**src/rtl/sc_max7219_rx_if.sv**
```systemverilog
// sc_max7219_rx_if: serial pins, readback port and decoded status of sc_max7219_rx.
// The dout signal exists only when SC_MAX7219RX_DOUT_EN is defined.
interface sc_max7219_rx_if #(
   parameter int DATAWIDTH_BUS = 8
);
   logic                     SC_MAX7219RX_din_In;
   logic                     SC_MAX7219RX_ncs_In;
   logic                     SC_MAX7219RX_sclk_In;
   logic [2:0]               SC_MAX7219RX_rdAddr_In;
   logic [DATAWIDTH_BUS-1:0] SC_MAX7219RX_rdData_Out;
   logic [3:0]               SC_MAX7219RX_intensity_Out;
   logic [2:0]               SC_MAX7219RX_scanLimit_Out;
   logic [7:0]               SC_MAX7219RX_decodeMode_Out;
   logic                     SC_MAX7219RX_shutdown_Out;
   logic                     SC_MAX7219RX_displayTest_Out;
   logic                     SC_MAX7219RX_frameValid_Out;
   logic [3:0]               SC_MAX7219RX_frameAddr_Out;
   logic [7:0]               SC_MAX7219RX_frameData_Out;
   logic                     SC_MAX7219RX_frameError_Out;
`ifdef SC_MAX7219RX_DOUT_EN
   logic                     SC_MAX7219RX_dout_Out;
`endif

   modport master (
      output SC_MAX7219RX_din_In, SC_MAX7219RX_ncs_In, SC_MAX7219RX_sclk_In,
             SC_MAX7219RX_rdAddr_In,
      input  SC_MAX7219RX_rdData_Out, SC_MAX7219RX_intensity_Out,
             SC_MAX7219RX_scanLimit_Out, SC_MAX7219RX_decodeMode_Out,
             SC_MAX7219RX_shutdown_Out, SC_MAX7219RX_displayTest_Out,
             SC_MAX7219RX_frameValid_Out, SC_MAX7219RX_frameAddr_Out,
             SC_MAX7219RX_frameData_Out, SC_MAX7219RX_frameError_Out
`ifdef SC_MAX7219RX_DOUT_EN
      , input SC_MAX7219RX_dout_Out
`endif
   );

   modport slave (
      input  SC_MAX7219RX_din_In, SC_MAX7219RX_ncs_In, SC_MAX7219RX_sclk_In,
             SC_MAX7219RX_rdAddr_In,
      output SC_MAX7219RX_rdData_Out, SC_MAX7219RX_intensity_Out,
             SC_MAX7219RX_scanLimit_Out, SC_MAX7219RX_decodeMode_Out,
             SC_MAX7219RX_shutdown_Out, SC_MAX7219RX_displayTest_Out,
             SC_MAX7219RX_frameValid_Out, SC_MAX7219RX_frameAddr_Out,
             SC_MAX7219RX_frameData_Out, SC_MAX7219RX_frameError_Out
`ifdef SC_MAX7219RX_DOUT_EN
      , output SC_MAX7219RX_dout_Out
`endif
   );
endinterface

```
**src/rtl/sc_max7219_rx.sv**
```systemverilog
// sc_max7219_rx: oversampled MAX7219-compatible serial receiver with readback register file.
// Define SC_MAX7219RX_DOUT_EN to add the daisy-chain serial output SC_MAX7219RX_dout_Out.
module sc_max7219_rx #(
   parameter int DATAWIDTH_BUS = 8,
   parameter int SYNC_STAGES   = 2,
   parameter int FRAME_BITS    = 16
) (
   input  logic           SC_MAX7219RX_CLOCK_50,
   input  logic           SC_MAX7219RX_RESET_InHigh,
   sc_max7219_rx_if.slave bus
);

   typedef enum logic [1:0] {
      ST_IDLE  = 2'd0,
      ST_SHIFT = 2'd1,
      ST_LATCH = 2'd2
   } state_t;

   // Frame bits 15:12 are don't-care, so only the pass-through build needs the full window.
`ifdef SC_MAX7219RX_DOUT_EN
   localparam int SR_W = FRAME_BITS;
`else
   localparam int SR_W = FRAME_BITS - 4;
`endif

   logic [SYNC_STAGES-1:0]   din_sync_q, din_sync_d;
   logic [SYNC_STAGES-1:0]   ncs_sync_q, ncs_sync_d;
   logic [SYNC_STAGES-1:0]   sclk_sync_q, sclk_sync_d;
   logic                     din_dly_q, din_dly_d;
   logic                     ncs_dly_q, ncs_dly_d;
   logic                     sclk_dly_q, sclk_dly_d;
   state_t                   state_q, state_d;
   logic [SR_W-1:0]          sr_q, sr_d;
   logic [4:0]               cnt_q, cnt_d;
   logic [DATAWIDTH_BUS-1:0] digit_q [8];
   logic [DATAWIDTH_BUS-1:0] digit_d [8];
   logic [7:0]               decode_mode_q, decode_mode_d;
   logic [3:0]               intensity_q, intensity_d;
   logic [2:0]               scan_limit_q, scan_limit_d;
   logic                     shutdown_q, shutdown_d;
   logic                     display_test_q, display_test_d;
   logic                     frame_valid_q, frame_valid_d;
   logic                     frame_error_q, frame_error_d;
   logic [3:0]               frame_addr_q, frame_addr_d;
   logic [7:0]               frame_data_q, frame_data_d;
   logic [DATAWIDTH_BUS-1:0] rd_data_q, rd_data_d;
`ifdef SC_MAX7219RX_DOUT_EN
   logic                     dout_pend_q, dout_pend_d;
   logic                     dout_q, dout_d;
   logic                     sclk_fall_s;
`endif

   logic       ncs_s;
   logic       sclk_s;
   logic       ncs_fall_s;
   logic       ncs_rise_s;
   logic       sclk_rise_s;
   logic       shift_en_s;
   logic [2:0] row_s;

   assign ncs_s       = ncs_sync_q[SYNC_STAGES-1];
   assign sclk_s      = sclk_sync_q[SYNC_STAGES-1];
   assign ncs_fall_s  = ncs_dly_q & ~ncs_s;
   assign ncs_rise_s  = ~ncs_dly_q & ncs_s;
   assign sclk_rise_s = ~sclk_dly_q & sclk_s;
   // A clock edge coinciding with the closing ncs edge still shifts before the latch.
   assign shift_en_s  = (state_q == ST_SHIFT) && sclk_rise_s && (~ncs_s || ncs_rise_s);
   assign row_s       = frame_addr_q[2:0] - 3'd1;
`ifdef SC_MAX7219RX_DOUT_EN
   assign sclk_fall_s = sclk_dly_q & ~sclk_s;
`endif

   // Next-state logic: input conditioning, framing FSM, register decode and readback.
   always_comb begin
      din_sync_d     = {din_sync_q[SYNC_STAGES-2:0], bus.SC_MAX7219RX_din_In};
      ncs_sync_d     = {ncs_sync_q[SYNC_STAGES-2:0], bus.SC_MAX7219RX_ncs_In};
      sclk_sync_d    = {sclk_sync_q[SYNC_STAGES-2:0], bus.SC_MAX7219RX_sclk_In};
      din_dly_d      = din_sync_q[SYNC_STAGES-1];
      ncs_dly_d      = ncs_s;
      sclk_dly_d     = sclk_s;
      state_d        = state_q;
      sr_d           = sr_q;
      cnt_d          = cnt_q;
      digit_d        = digit_q;
      decode_mode_d  = decode_mode_q;
      intensity_d    = intensity_q;
      scan_limit_d   = scan_limit_q;
      shutdown_d     = shutdown_q;
      display_test_d = display_test_q;
      frame_valid_d  = 1'b0;
      frame_error_d  = 1'b0;
      frame_addr_d   = frame_addr_q;
      frame_data_d   = frame_data_q;
      rd_data_d      = digit_q[bus.SC_MAX7219RX_rdAddr_In];
`ifdef SC_MAX7219RX_DOUT_EN
      dout_pend_d    = dout_pend_q;
      dout_d         = dout_q;
`endif

      if (shift_en_s) begin
         sr_d  = {sr_q[SR_W-2:0], din_dly_q};
         cnt_d = (cnt_q == 5'd31) ? 5'd31 : (cnt_q + 5'd1);
`ifdef SC_MAX7219RX_DOUT_EN
         dout_pend_d = sr_q[SR_W-1];
`endif
      end else begin
         sr_d  = sr_q;
         cnt_d = cnt_q;
      end

`ifdef SC_MAX7219RX_DOUT_EN
      if (sclk_fall_s && ~ncs_s) begin
         dout_d = dout_pend_q;
      end else begin
         dout_d = dout_q;
      end
`endif

      case (state_q)
         ST_IDLE: begin
            if (ncs_fall_s) begin
               state_d = ST_SHIFT;
               sr_d    = '0;
               cnt_d   = 5'd0;
            end else begin
               state_d = ST_IDLE;
            end
         end
         ST_SHIFT: begin
            if (ncs_rise_s) begin
               state_d = ST_LATCH;
               if (cnt_d >= 5'(FRAME_BITS)) begin
                  frame_valid_d = 1'b1;
                  frame_addr_d  = sr_d[11:8];
                  frame_data_d  = sr_d[7:0];
               end else begin
                  frame_error_d = 1'b1;
               end
            end else begin
               state_d = ST_SHIFT;
            end
         end
         ST_LATCH: begin
            state_d = ST_IDLE;
            if (frame_valid_q) begin
               case (frame_addr_q)
                  4'h1, 4'h2, 4'h3, 4'h4,
                  4'h5, 4'h6, 4'h7, 4'h8: digit_d[row_s] = DATAWIDTH_BUS'(frame_data_q);
                  4'h9:    decode_mode_d  = frame_data_q;
                  4'hA:    intensity_d    = frame_data_q[3:0];
                  4'hB:    scan_limit_d   = frame_data_q[2:0];
                  4'hC:    shutdown_d     = ~frame_data_q[0];
                  4'hF:    display_test_d = frame_data_q[0];
                  default: decode_mode_d  = decode_mode_q;
               endcase
            end else begin
               decode_mode_d = decode_mode_q;
            end
         end
         default: state_d = ST_IDLE;
      endcase
   end

   // State and output registers; ncs chain resets low so a held-low ncs cannot open a frame.
   always_ff @(posedge SC_MAX7219RX_CLOCK_50 or posedge SC_MAX7219RX_RESET_InHigh) begin
      if (SC_MAX7219RX_RESET_InHigh) begin
         din_sync_q     <= '0;
         ncs_sync_q     <= '0;
         sclk_sync_q    <= '0;
         din_dly_q      <= 1'b0;
         ncs_dly_q      <= 1'b0;
         sclk_dly_q     <= 1'b0;
         state_q        <= ST_IDLE;
         sr_q           <= '0;
         cnt_q          <= 5'd0;
         for (int i = 0; i < 8; i++) begin
            digit_q[i] <= '0;
         end
         decode_mode_q  <= 8'd0;
         intensity_q    <= 4'd0;
         scan_limit_q   <= 3'd0;
         shutdown_q     <= 1'b1;
         display_test_q <= 1'b0;
         frame_valid_q  <= 1'b0;
         frame_error_q  <= 1'b0;
         frame_addr_q   <= 4'd0;
         frame_data_q   <= 8'd0;
         rd_data_q      <= '0;
`ifdef SC_MAX7219RX_DOUT_EN
         dout_pend_q    <= 1'b0;
         dout_q         <= 1'b0;
`endif
      end else begin
         din_sync_q     <= din_sync_d;
         ncs_sync_q     <= ncs_sync_d;
         sclk_sync_q    <= sclk_sync_d;
         din_dly_q      <= din_dly_d;
         ncs_dly_q      <= ncs_dly_d;
         sclk_dly_q     <= sclk_dly_d;
         state_q        <= state_d;
         sr_q           <= sr_d;
         cnt_q          <= cnt_d;
         digit_q        <= digit_d;
         decode_mode_q  <= decode_mode_d;
         intensity_q    <= intensity_d;
         scan_limit_q   <= scan_limit_d;
         shutdown_q     <= shutdown_d;
         display_test_q <= display_test_d;
         frame_valid_q  <= frame_valid_d;
         frame_error_q  <= frame_error_d;
         frame_addr_q   <= frame_addr_d;
         frame_data_q   <= frame_data_d;
         rd_data_q      <= rd_data_d;
`ifdef SC_MAX7219RX_DOUT_EN
         dout_pend_q    <= dout_pend_d;
         dout_q         <= dout_d;
`endif
      end
   end

   assign bus.SC_MAX7219RX_rdData_Out      = rd_data_q;
   assign bus.SC_MAX7219RX_intensity_Out   = intensity_q;
   assign bus.SC_MAX7219RX_scanLimit_Out   = scan_limit_q;
   assign bus.SC_MAX7219RX_decodeMode_Out  = decode_mode_q;
   assign bus.SC_MAX7219RX_shutdown_Out    = shutdown_q;
   assign bus.SC_MAX7219RX_displayTest_Out = display_test_q;
   assign bus.SC_MAX7219RX_frameValid_Out  = frame_valid_q;
   assign bus.SC_MAX7219RX_frameAddr_Out   = frame_addr_q;
   assign bus.SC_MAX7219RX_frameData_Out   = frame_data_q;
   assign bus.SC_MAX7219RX_frameError_Out  = frame_error_q;
`ifdef SC_MAX7219RX_DOUT_EN
   assign bus.SC_MAX7219RX_dout_Out        = dout_q;
`endif

endmodule

```
**src/flat_wrapper.sv**
```systemverilog
// flat-port wrapper written by rule: the top's interface ports become plain ports
module sc_max7219_rx_flat 
#(
   parameter int DATAWIDTH_BUS = 8,
   parameter int SYNC_STAGES   = 2,
   parameter int FRAME_BITS    = 16
)
  (SC_MAX7219RX_CLOCK_50, SC_MAX7219RX_RESET_InHigh, bus_SC_MAX7219RX_din_In, bus_SC_MAX7219RX_ncs_In, bus_SC_MAX7219RX_sclk_In, bus_SC_MAX7219RX_rdAddr_In, bus_SC_MAX7219RX_rdData_Out, bus_SC_MAX7219RX_intensity_Out, bus_SC_MAX7219RX_scanLimit_Out, bus_SC_MAX7219RX_decodeMode_Out, bus_SC_MAX7219RX_shutdown_Out, bus_SC_MAX7219RX_displayTest_Out, bus_SC_MAX7219RX_frameValid_Out, bus_SC_MAX7219RX_frameAddr_Out, bus_SC_MAX7219RX_frameData_Out, bus_SC_MAX7219RX_frameError_Out);
  sc_max7219_rx_if #(.DATAWIDTH_BUS(DATAWIDTH_BUS)) bus_i ();
  input  logic SC_MAX7219RX_CLOCK_50;
  input  logic SC_MAX7219RX_RESET_InHigh;
  input wire logic [$bits(bus_i.SC_MAX7219RX_din_In)-1:0] bus_SC_MAX7219RX_din_In;
  input wire logic [$bits(bus_i.SC_MAX7219RX_ncs_In)-1:0] bus_SC_MAX7219RX_ncs_In;
  input wire logic [$bits(bus_i.SC_MAX7219RX_sclk_In)-1:0] bus_SC_MAX7219RX_sclk_In;
  input wire logic [$bits(bus_i.SC_MAX7219RX_rdAddr_In)-1:0] bus_SC_MAX7219RX_rdAddr_In;
  output wire logic [$bits(bus_i.SC_MAX7219RX_rdData_Out)-1:0] bus_SC_MAX7219RX_rdData_Out;
  output wire logic [$bits(bus_i.SC_MAX7219RX_intensity_Out)-1:0] bus_SC_MAX7219RX_intensity_Out;
  output wire logic [$bits(bus_i.SC_MAX7219RX_scanLimit_Out)-1:0] bus_SC_MAX7219RX_scanLimit_Out;
  output wire logic [$bits(bus_i.SC_MAX7219RX_decodeMode_Out)-1:0] bus_SC_MAX7219RX_decodeMode_Out;
  output wire logic [$bits(bus_i.SC_MAX7219RX_shutdown_Out)-1:0] bus_SC_MAX7219RX_shutdown_Out;
  output wire logic [$bits(bus_i.SC_MAX7219RX_displayTest_Out)-1:0] bus_SC_MAX7219RX_displayTest_Out;
  output wire logic [$bits(bus_i.SC_MAX7219RX_frameValid_Out)-1:0] bus_SC_MAX7219RX_frameValid_Out;
  output wire logic [$bits(bus_i.SC_MAX7219RX_frameAddr_Out)-1:0] bus_SC_MAX7219RX_frameAddr_Out;
  output wire logic [$bits(bus_i.SC_MAX7219RX_frameData_Out)-1:0] bus_SC_MAX7219RX_frameData_Out;
  output wire logic [$bits(bus_i.SC_MAX7219RX_frameError_Out)-1:0] bus_SC_MAX7219RX_frameError_Out;
  assign bus_i.SC_MAX7219RX_din_In = bus_SC_MAX7219RX_din_In;
  assign bus_i.SC_MAX7219RX_ncs_In = bus_SC_MAX7219RX_ncs_In;
  assign bus_i.SC_MAX7219RX_sclk_In = bus_SC_MAX7219RX_sclk_In;
  assign bus_i.SC_MAX7219RX_rdAddr_In = bus_SC_MAX7219RX_rdAddr_In;
  assign bus_SC_MAX7219RX_rdData_Out = bus_i.SC_MAX7219RX_rdData_Out;
  assign bus_SC_MAX7219RX_intensity_Out = bus_i.SC_MAX7219RX_intensity_Out;
  assign bus_SC_MAX7219RX_scanLimit_Out = bus_i.SC_MAX7219RX_scanLimit_Out;
  assign bus_SC_MAX7219RX_decodeMode_Out = bus_i.SC_MAX7219RX_decodeMode_Out;
  assign bus_SC_MAX7219RX_shutdown_Out = bus_i.SC_MAX7219RX_shutdown_Out;
  assign bus_SC_MAX7219RX_displayTest_Out = bus_i.SC_MAX7219RX_displayTest_Out;
  assign bus_SC_MAX7219RX_frameValid_Out = bus_i.SC_MAX7219RX_frameValid_Out;
  assign bus_SC_MAX7219RX_frameAddr_Out = bus_i.SC_MAX7219RX_frameAddr_Out;
  assign bus_SC_MAX7219RX_frameData_Out = bus_i.SC_MAX7219RX_frameData_Out;
  assign bus_SC_MAX7219RX_frameError_Out = bus_i.SC_MAX7219RX_frameError_Out;
  sc_max7219_rx #(.DATAWIDTH_BUS(DATAWIDTH_BUS), .SYNC_STAGES(SYNC_STAGES), .FRAME_BITS(FRAME_BITS)) u_core (.SC_MAX7219RX_CLOCK_50(SC_MAX7219RX_CLOCK_50), .SC_MAX7219RX_RESET_InHigh(SC_MAX7219RX_RESET_InHigh), .bus(bus_i));
endmodule
```
**config.mk**
```make
export PLATFORM = sky130hd
export DESIGN_NAME = sc_max7219_rx_flat
export DESIGN_NICKNAME = d
export VERILOG_FILES = /design/src/rtl/sc_max7219_rx_if.sv /design/src/rtl/sc_max7219_rx.sv /design/src/flat_wrapper.sv
export SDC_FILE = /design/constraint.sdc
export NUM_CORES = 1
export LEC_CHECK = 0
export ABC_AREA = 1
export CORE_ASPECT_RATIO = 0.8
export CORE_MARGIN = 2
export CORE_UTILIZATION = 38
export DETAILED_ROUTE_END_ITERATION = 10
export PLACE_DENSITY_LB_ADDON = 0.25
export SLEW_MARGIN = 20
export SYNTH_ARGS = -nofsm -noshare
export SYNTH_HDL_FRONTEND = slang
export SYNTH_SLANG_ARGS = --single-unit
```
**constraint.sdc**
```tcl
create_clock -name SC_MAX7219RX_CLOCK_50 -period 4.1 [get_ports SC_MAX7219RX_CLOCK_50]
set_clock_uncertainty 0.1 [all_clocks]
set_input_delay 0.82 -clock SC_MAX7219RX_CLOCK_50 [delete_from_list [all_inputs] [get_ports SC_MAX7219RX_CLOCK_50]]
set_output_delay 0.82 -clock SC_MAX7219RX_CLOCK_50 [all_outputs]
set_load 0.01 [all_outputs]
```
==> impl_metrics.toml, run 1 <==
[outcome]
outcome = "finished, final reports clean"

[synthesis]
synthesis.area_um2 = 6000
synth_fp_nets = 712
synth-seq-cells = 131
yosysWarnings = 0
synthCells = 699
synth_area_per_cell_um2 = 8.58
synth.distinct_cells = 24
ys_seq_area_share_pct = 54.6

[worst_setup_path]
cp.depth = 1
rr_startpoint = "u_core.bus.SC_MAX7219RX_frameAddr_Out[0]$_DFFE_PP0P_"
cp.arrival_ns = 1.87
critPathTopFamily = "flip-flops"
slowest_delay_ns = 0.78
endpoint_kind = "primary output"
crit_buf_inv = 1
critical_path_peak_fanout = 12
critPathLaunchType = "flop"
critical_path_class = "flop to primary output"
worstPathCellList = "clkdlybuf4s50_1"
worst-r2r-cell-count = 9
required_ns = 3.18
worstSetupStartpoint = "u_core.bus.SC_MAX7219RX_frameData_Out[0]$_DFFE_PP0P_"
slowest_stage = "dfrtp_1"

[clock_network]
clock_sinks = 131
ctsHoldBuffers = 0
clockRootBuffer = "clkbuf_16"
path_clk_slew_ns = 0.06
clock_latency_ns = 0.42
cts_tree = "done"
cts_setup_buffers = 0
cts_buffer_depth = 2
cts_buffers = 17
htree_levels = 4
ctsResizeCount = 0

[sta]
rsz0062_at_grt = "no"
relSlewSlack_pct = 43.9
finalCritPeriodShare_pct = 68.0
setup_viol = 0
timing.setup.tns_ns = 0
tightest_slew_ns = 0.840
finalHoldViolations = 0
period_needed_ns = 2.79
clock.fmax_ghz = 0.359
drv_slew = 0

[route]
drt-wirelength-per-cell_um = 16.4
drtIter0Drc = 520
finalWirelength_um = 15700
ant_nets = 0
drcViolationCount = 0
num_vias = 5021
drt-vias-per-instance = 5.24
drt_first_pass_iters = 5

[place]
dp_hpwl_um = 10500
gp_congestion = 0.921
placed_area_um2 = 6590
io_buffers = 46

[flow_run]
cap_violations = 0

[die]
die_w_um = 144
initial_utilization_pct = 38.5
dieHeight_um = 116
coreArea_um2 = 15600
rows = 41
io_pins = 47
dieArea_um2 = 16800

[global_routing]
antenna_found_initial = 0
grt_usage_pct = 20.2
grt-ovfl-total = 0
grt_max_degree = 76
grt_pass1_wl_um = 25500
grt_pass1_vias = 4778

[layout]
synthToLayoutAreaGrowth_pct = 19.3
drive_gt1_share_pct = 9.02
nets = 743
stdcell_area_um2 = 7160
diodes = 0

[worst_hold_path]
min_path_cells = 0
hold_path.class = "flop to flop"
min_from = "u_core.sclk_sync_q[0]$_DFF_PP0_"

[power_and_ir_drop]
peakVddDrop_uv = 333
power_uw = 2970
p_leak_uw = 0.00351
power.density_nw_per_um2 = 414
==> sequential cells by signal, summed over array words and instances (netlist names), 2 cells and up <==
signal / flops
u_core.ncs_sync_q: 2
u_core.bus.SC_MAX7219RX_rdData_Out: 8
u_core.sclk_sync_q: 2
u_core.cnt_q: 5
u_core.digit_q: 64
u_core.bus.SC_MAX7219RX_intensity_Out: 4
u_core.bus.SC_MAX7219RX_scanLimit_Out: 3
u_core.din_sync_q: 2
u_core.bus.SC_MAX7219RX_frameAddr_Out: 4
u_core.sr_q: 12
u_core.bus.SC_MAX7219RX_decodeMode_Out: 8
u_core.state_q: 2
u_core.bus.SC_MAX7219RX_frameData_Out: 8
==> logic make-up (layout without fill, tap and decap cells) <==
kind of cell	Yosys count	after routing	synth area share (%)
AND/OR/NAND/NOR	404	404	31.3
flip-flops	131	131	54.6
AO/OA/AOI/OAI	84	84	7.34
buffers and inverters	74	118	5.53
adder cells (fa/ha/maj)	5	5	1.04
XOR/XNOR	1	1	0.146
==> layout by cell type (no fill, tap or decap), drive strengths merged <==
master | synthesis | final
a21oi | 16 | 16
nand2 | 238 | 238
o22ai | 16 | 16
bufinv | 0 | 1
dfrtp | 130 | 130
o21ai | 52 | 52
clkbuf | 25 | 18
clkdlybuf4s50 | 0 | 46
inv | 33 | 35
nand3 | 46 | 46
ha | 5 | 5
xor2 | 1 | 1
dfstp | 1 | 1
nor3 | 3 | 3
nand4 | 66 | 66
nor2 | 51 | 51
clkinvlp | 0 | 8
buf | 16 | 7
clkinv | 0 | 3
==> metal layers <==
layer  wire length [µm]  share of wire [%]  vias to the layer above  GRT usage (%)
met3                843                5.4                       23           5.00
met1               7350                 47                     2439           28.0
li1                   -                  -                     2408              -
met5                  0                  0                        -              0
met2               7290                 46                      151           30.9
met4                246                1.6                        0           7.44
==> synthesized netlist by cell type <==
| cell type | count | area share, % |
|---|---|---|
| clkbuf_1 | 25 | 1.6 |
| buf_2 | 7 | 0.58 |
| nand3_1 | 33 | 2.8 |
| xor2_1 | 1 | 0.15 |
| nor2_4 | 8 | 1.5 |
| nor2_2 | 1 | 0.10 |
| buf_6 | 5 | 0.94 |
| inv_2 | 2 | 0.13 |
| nand2_4 | 1 | 0.19 |
| nand4_1 | 66 | 6.9 |
| o21ai_0 | 43 | 3.6 |
| nor2_1 | 42 | 2.6 |
| nand3_2 | 13 | 2.2 |
| nand2_1 | 237 | 15 |
| dfstp_2 | 1 | 0.44 |
| buf_4 | 2 | 0.25 |
| o22ai_1 | 16 | 1.7 |
| a21oi_1 | 16 | 1.3 |
| o21ai_1 | 9 | 0.75 |
| inv_1 | 31 | 1.9 |
| dfrtp_1 | 130 | 54 |
| ha_1 | 5 | 1.0 |
| buf_1 | 2 | 0.13 |
| nor3_1 | 3 | 0.25 |
==> power by group <==
group | switching, µW | leakage [µW] | total, µW | internal, µW
Clock | 594 | 0.000258 | 1450 | 853
Sequential | 22.0 | 0.00179 | 1350 | 1320
Combinational | 115 | 0.00146 | 175 | 60.4
Total | 730 | 0.00351 | 2970 | 2240
==> cell type report <==
| cell class | instances | area (µm²) |
|---|---|---|
| fillers | 1492 | 8430 |
| flip-flops and latches | 131 | 3280 |
| multi-input cells | 494 | 2390 |
| repair buffers | 53 | 526 |
| clock buffers | 18 | 439 |
| well taps | 215 | 269 |
| clock inverters | 14 | 131 |
| inverters | 33 | 128 |
==> metrics by stage <==
stage	hold slack (ns)	util [%]	cells	worst slack [ns]
after floorplan	0.231	-	699	1.56
after global placement	0.232	42.3	926	1.48
after detailed placement	0.236	42.3	926	1.42
after CTS	0.251	45.9	958	1.33
after global routing	0.260	45.9	958	1.26
final	0.247	45.9	958	1.31
==> path summary, 6_finish.rpt <==
check	end	slack, ns
max	bus_SC_MAX7219RX_frameData_Out[0]	1.31
min	u_core.sclk_sync_q[1]$_DFF_PP0_	0.25
max reg2reg	u_core.digit_q[54]$_DFFE_PP0P_	1.46
min reg2reg	u_core.sclk_sync_q[1]$_DFF_PP0_	0.25
max in group asynchronous	u_core.ncs_sync_q[1]$_DFF_PP0_	2.25
min in group asynchronous	u_core.bus.SC_MAX7219RX_decodeMode_Out[0]$_DFFE_PP0P_	0.81
Power figures use the tool's default switching activity.
==> run 2: changes to the inputs <==
clock period = 2.35 ns   (was 4.1 ns; I/O delays follow)
==> run 2 against run 1 <==
Against the previous run:
- final cell count grew 1.8%
- hold slack better by 0.0014 ns
- power grew 84%
- non-clock buffer count up 18
- via count grew 1.8%
- highest routed layer unchanged
- sequential cell count is the same
- first-iteration DRC count decreased by 1.2%
- global-route usage is 0.097 points higher
- clock power is 92% higher
- critical path depth increased by 1
- die area stayed put
==> impl_metrics.toml, run 2 (same netlist as run 1, synthesis figures left out) <==
[outcome]
outcome = "finished, final reports clean"

[sta]
timing.setup.tns_ns = 0
setup_viol = 0
clock.fmax_ghz = 0.458
finalHoldViolations = 0
period_needed_ns = 2.18
worst_slack_ns = 0.168
tightest_slew_ns = 0.686
finalCritPeriodShare_pct = 92.9
relSlewSlack_pct = 54.2
drv_slew = 0
rsz0062_at_grt = "no"

[layout]
seqCellArea_um2 = 3280
mostFrequentLayoutCells = "nand2_1 (237), dfrtp_1 (130), nand4_1 (66)"
drive_gt1_share_pct = 11.1
nets = 761
multi_input_area_um2 = 2390
synthToLayoutAreaGrowth_pct = 23.3
diodes = 0
largest_reg_flops = 64
top_regs = "u_core.digit_q (64), u_core.sr_q (12)"
fillers = 1494
final_common_cell = "nand2_1"
largest_register = "u_core.digit_q"

[route]
finalWirelength_um = 15700
ant_nets = 0
drtIter0Drc = 514
num_vias = 5110
drt_first_pass_iters = 6
drcViolationCount = 0
drt-wirelength-per-cell_um = 16.2
drt-vias-per-instance = 5.24

[power_and_ir_drop]
p_leak_uw = 0.00366
power.density_nw_per_um2 = 739
power_uw = 5470
peakVddDrop_uv = 602

[worst_setup_path]
worst-r2r-cell-count = 7
endpoint_kind = "primary output"
critical_path_class = "flop to primary output"
critical_path_peak_fanout = 6
critPathLaunchType = "flop"
cp.arrival_ns = 1.61
required_ns = 1.78

[clock_network]
path_clk_slew_ns = 0.06
htree_levels = 4
clock_latency_ns = 0.43
cts_tree = "done"
clock_sinks = 131
ctsResizeCount = 0
cts_buffers = 17
cts_setup_buffers = 0
cts_buffer_depth = 2
clockRootBuffer = "clkbuf_16"
ctsHoldBuffers = 0

[global_routing]
grt-ovfl-total = 0
grt_usage_pct = 20.3
grt_max_degree = 76
antenna_found_initial = 0
grt_pass1_wl_um = 25800
grt_pass1_vias = 4886

[die]
dieArea_um2 = 16800
io_pins = 47
rows = 41
dieHeight_um = 116
initial_utilization_pct = 38.5
die_w_um = 144
coreArea_um2 = 15600

[place]
dp_hpwl_um = 10700
io_buffers = 46
pre_cts_slack_ns = 0.345
gp_congestion = 0.862

[worst_hold_path]
min_path_cells = 0
hold_path.class = "flop to flop"

[flow_run]
cap_violations = 0
-- run 2: metal layers --
layer	vias to the layer above	wire length [µm]	track usage (%)
li1	2440	-	-
met1	2475	7410	29.1
met2	173	7050	30.5
met3	22	1060	5.41
met4	0	226	5.63
met5	-	0	0
-- run 2: through the flow --
step / hold WS, ns / utilization, % / area, µm² / cells
finish: 0.249 / 47.4 / 7400 / 975
global route: 0.255 / 47.4 / 7400 / 975
CTS: 0.251 / 47.4 / 7400 / 975
detailed placement: 0.239 / 43.5 / 6780 / 944
global placement: 0.232 / 43.5 / 6780 / 944
floorplan: 0.231 / - / 6000 / 699
-- run 2: final timing paths --
kind	startpoint	end	slack (ns)
setup / recovery	u_core.bus.SC_MAX7219RX_frameAddr_Out[0]$_DFFE_PP0P_	bus_SC_MAX7219RX_frameAddr_Out[0]	0.17
hold / removal	u_core.din_sync_q[0]$_DFF_PP0_	u_core.din_sync_q[1]$_DFF_PP0_	0.25
setup reg to reg	u_core.bus.SC_MAX7219RX_frameAddr_Out[1]$_DFFE_PP0P_	u_core.digit_q[14]$_DFFE_PP0P_	0.31
hold reg to reg	u_core.din_sync_q[0]$_DFF_PP0_	u_core.din_sync_q[1]$_DFF_PP0_	0.25
max in group asynchronous	SC_MAX7219RX_RESET_InHigh	u_core.bus.SC_MAX7219RX_shutdown_Out$_DFFE_PP1P_	1.16
min in group asynchronous	SC_MAX7219RX_RESET_InHigh	u_core.bus.SC_MAX7219RX_frameData_Out[0]$_DFFE_PP0P_	0.36
-- run 2: power breakdown --
part | internal, µW | total, µW | switching, µW | leakage (µW)
registers | 2310 | 2340 | 36.0 | 0.00179
clock network | 1790 | 2790 | 1000 | 0.000298
logic | 120 | 332 | 213 | 0.00157
total | 4220 | 5470 | 1250 | 0.00366
-- run 2: critical path, stage by stage, from the launching register on --
cell and delay (ns):
dfrtp_1 0.41, buf_4 0.22, clkdlybuf4s50_1 0.56
-- run 2: final cells by class --
type / count / area share, %
clock inverter: 13 / 2.49
inverter: 33 / 1.72
multi-input combinational: 494 / 32.3
tap: 215 / 3.64
timing repair buffer: 71 / 9.60
clock buffer: 18 / 5.94
sequential: 131 / 44.3
==> run 3: changes to the inputs <==
ABC_AREA = not set   (was 1)
==> run 3 against run 2 <==
Against the previous run:
- via count shrank 36%
- clock-buffer cell count shrank 1
- core utilization grew 1.6 points
- final cell count shrank 36%
- combinational power shrank 42%
- critical path depth grew 4
- design area shrank 4.6%
- sequential cell count is the same
- global-route usage shrank 4.0 points
- routed wire length shrank 25%
==> impl_metrics.toml, run 3 <==
[sta]
finalHoldViolations = 0
tightest_slew_ns = 0.480
relSlewSlack_pct = 67.9
rsz0062_at_grt = "yes"
finalCritPeriodShare_pct = 97.1
period_needed_ns = 2.28
setup_viol = 0
timing.setup.tns_ns = 0
clock.fmax_ghz = 0.438
drv_slew = 0

[clock_network]
cts_setup_buffers = 0
clockRootBuffer = "clkbuf_16"
cts_buffers = 17
clock_latency_ns = 0.42
clock_sinks = 131
cts_buffer_depth = 2
cts_tree = "done"
ctsHoldBuffers = 0
htree_levels = 4
path_clk_slew_ns = 0.06
ctsResizeCount = 0

[place]
dp_hpwl_um = 7930
io_buffers = 46
gp_congestion = 0.784

[worst_setup_path]
critical_path_peak_fanout = 8
critical_path_class = "flop to flop"
endpoint_kind = "flop"
critPathLaunchType = "flop"
required_ns = 2.54
cp.arrival_ns = 2.48

[route]
drcViolationCount = 0
drt-wirelength-per-cell_um = 18.9
finalWirelength_um = 11800
drt_first_pass_iters = 4
num_vias = 3293
drtIter0Drc = 215
drt-vias-per-instance = 5.25
ant_nets = 0

[synthesis]
yosysWarnings = 0
ys_seq_area_share_pct = 57.9
synthCells = 368
synth_ff_type = "dfrtp_1"
yosysMostFrequentCell = "dfrtp_1"
synthArstFlopShare_pct = 100
synthTopCellsByCount = "dfrtp_1 (130), mux2_2 (89), mux4_2 (16), nor2_1 (14), mux2i_1 (12)"
synthesis.area_um2 = 5660
synth_area_per_cell_um2 = 15.4
synth-seq-cells = 131
synth_area_leader_cell = "dfrtp_1"
synth_edf_count = 0
synth_top_cell_area_share_pct = 57.5
synth_area_leaders = "dfrtp_1 (57%), mux2_2 (18%), mux4_2 (6.4%), mux2i_1 (2.1%), ha_1 (1.1%)"
synth.distinct_cells = 49
synth_fp_nets = 381

[global_routing]
grt_usage_pct = 16.2
grt_max_degree = 67
grt_pass1_vias = 3420
antenna_found_initial = 0
grt_pass1_wl_um = 19500
grt-ovfl-total = 0

[layout]
drive_gt1_share_pct = 40.4
nets = 443
mostFrequentLayoutCells = "dfrtp_1 (130), mux2_2 (89), clkdlybuf4s50_1 (46)"
largest_reg_flops = 64
diodes = 0
largest_register = "u_core.digit_q"
fillers = 1223
top_regs = "u_core.digit_q (64), u_core.sr_q (12)"
synthToLayoutAreaGrowth_pct = 24.6
final_common_cell = "dfrtp_1"
final_util_pct = 49.0

[power_and_ir_drop]
peakVddDrop_uv = 476
power.density_nw_per_um2 = 756
power_uw = 5330
p_leak_uw = 0.00334

[die]
initial_utilization_pct = 39.3
rows = 39
io_pins = 47
die_w_um = 140
coreArea_um2 = 14400
dieHeight_um = 113
dieArea_um2 = 15900

[flow_run]
cap_violations = 0

[worst_hold_path]
hold_path.class = "flop to flop"

[outcome]
outcome = "finished, final reports clean"
-- run 3: kinds of logic (layout without fill, tap and decap cells) --
family | after synthesis | count (layout) | synth area share (%)
buf+inv | 30 | 105 | 3.01
simple gates | 52 | 52 | 7.16
xor+xnor | 2 | 2 | 0.310
mux | 120 | 120 | 26.8
compound gates | 28 | 28 | 3.69
flops | 131 | 131 | 57.9
fa+ha+maj | 5 | 5 | 1.11
-- run 3: path summary, 6_finish.rpt --
| check | start | to | slack, ns | cells after the start |
|---|---|---|---|---|
| hold / removal | u_core.din_sync_q[1]$_DFF_PP0_ | u_core.din_dly_q$_DFF_PP0_ | 0.25 | 0 |
| max in group asynchronous | SC_MAX7219RX_RESET_InHigh | u_core.bus.SC_MAX7219RX_frameData_Out[3]$_DFFE_PP0P_ | 1.42 | 3 |
| setup / recovery | u_core.bus.SC_MAX7219RX_frameAddr_Out[0]$_DFFE_PP0P_ | u_core.digit_q[40]$_DFFE_PP0P_ | 0.07 | 6 |
| setup reg to reg | u_core.bus.SC_MAX7219RX_frameAddr_Out[0]$_DFFE_PP0P_ | u_core.digit_q[40]$_DFFE_PP0P_ | 0.07 | 6 |
| min in group asynchronous | SC_MAX7219RX_RESET_InHigh | u_core.bus.SC_MAX7219RX_displayTest_Out$_DFFE_PP0P_ | 0.43 | 3 |
| hold reg to reg | u_core.din_sync_q[1]$_DFF_PP0_ | u_core.din_dly_q$_DFF_PP0_ | 0.25 | 0 |
-- run 3: worst max-delay path, stage by stage, from the launching register on --
cell       delay, ns
dfrtp_1         0.41
inv_1           0.10
ha_1            0.23
a2111oi_2       0.46
o21ai_4         0.20
nand3b_2        0.29
mux2_2          0.38
-- run 3: final cells by class --
cell class	count	area, µm²	share of cell area, %
multi-input cells	207	2210	31.3
repair buffers	66	673	9.54
flip-flops and latches	131	3280	46.5
clock buffers	17	425	6.03
well taps	184	230	3.26
clock inverters	15	206	2.93
inverters	7	30.0	0.426
-- run 3: metal layers --
layer | routed length [µm] | track usage [%] | vias to the layer above | share of wire [%]
met5 | 0 | 0 | - | 0
met2 | 5290 | 23.2 | 62 | 45
met1 | 5990 | 24.1 | 1737 | 51
li1 | - | - | 1485 | -
met4 | 123 | 5.00 | 0 | 1.0
met3 | 446 | 4.66 | 9 | 3.8
-- run 3: stage by stage --
stage,instance area [µm²],setup slack (ns),std cells,hold slack (ns)
2_1_floorplan,5660,0.0561,368,0.231
3_3_place_gp,6420,0.0973,595,0.237
3_5_place_dp,6420,0.0543,595,0.235
4_1_cts,7060,0.0503,627,0.249
5_1_grt,7060,-0.0604,627,0.261
6_report,7060,0.0693,627,0.248
-- run 3: power by group --
part	total, µW	switching [µW]	internal (µW)
registers	2320	34.7	2290
clock network	2810	1030	1780
logic	192	117	74.5
total	5330	1180	4150
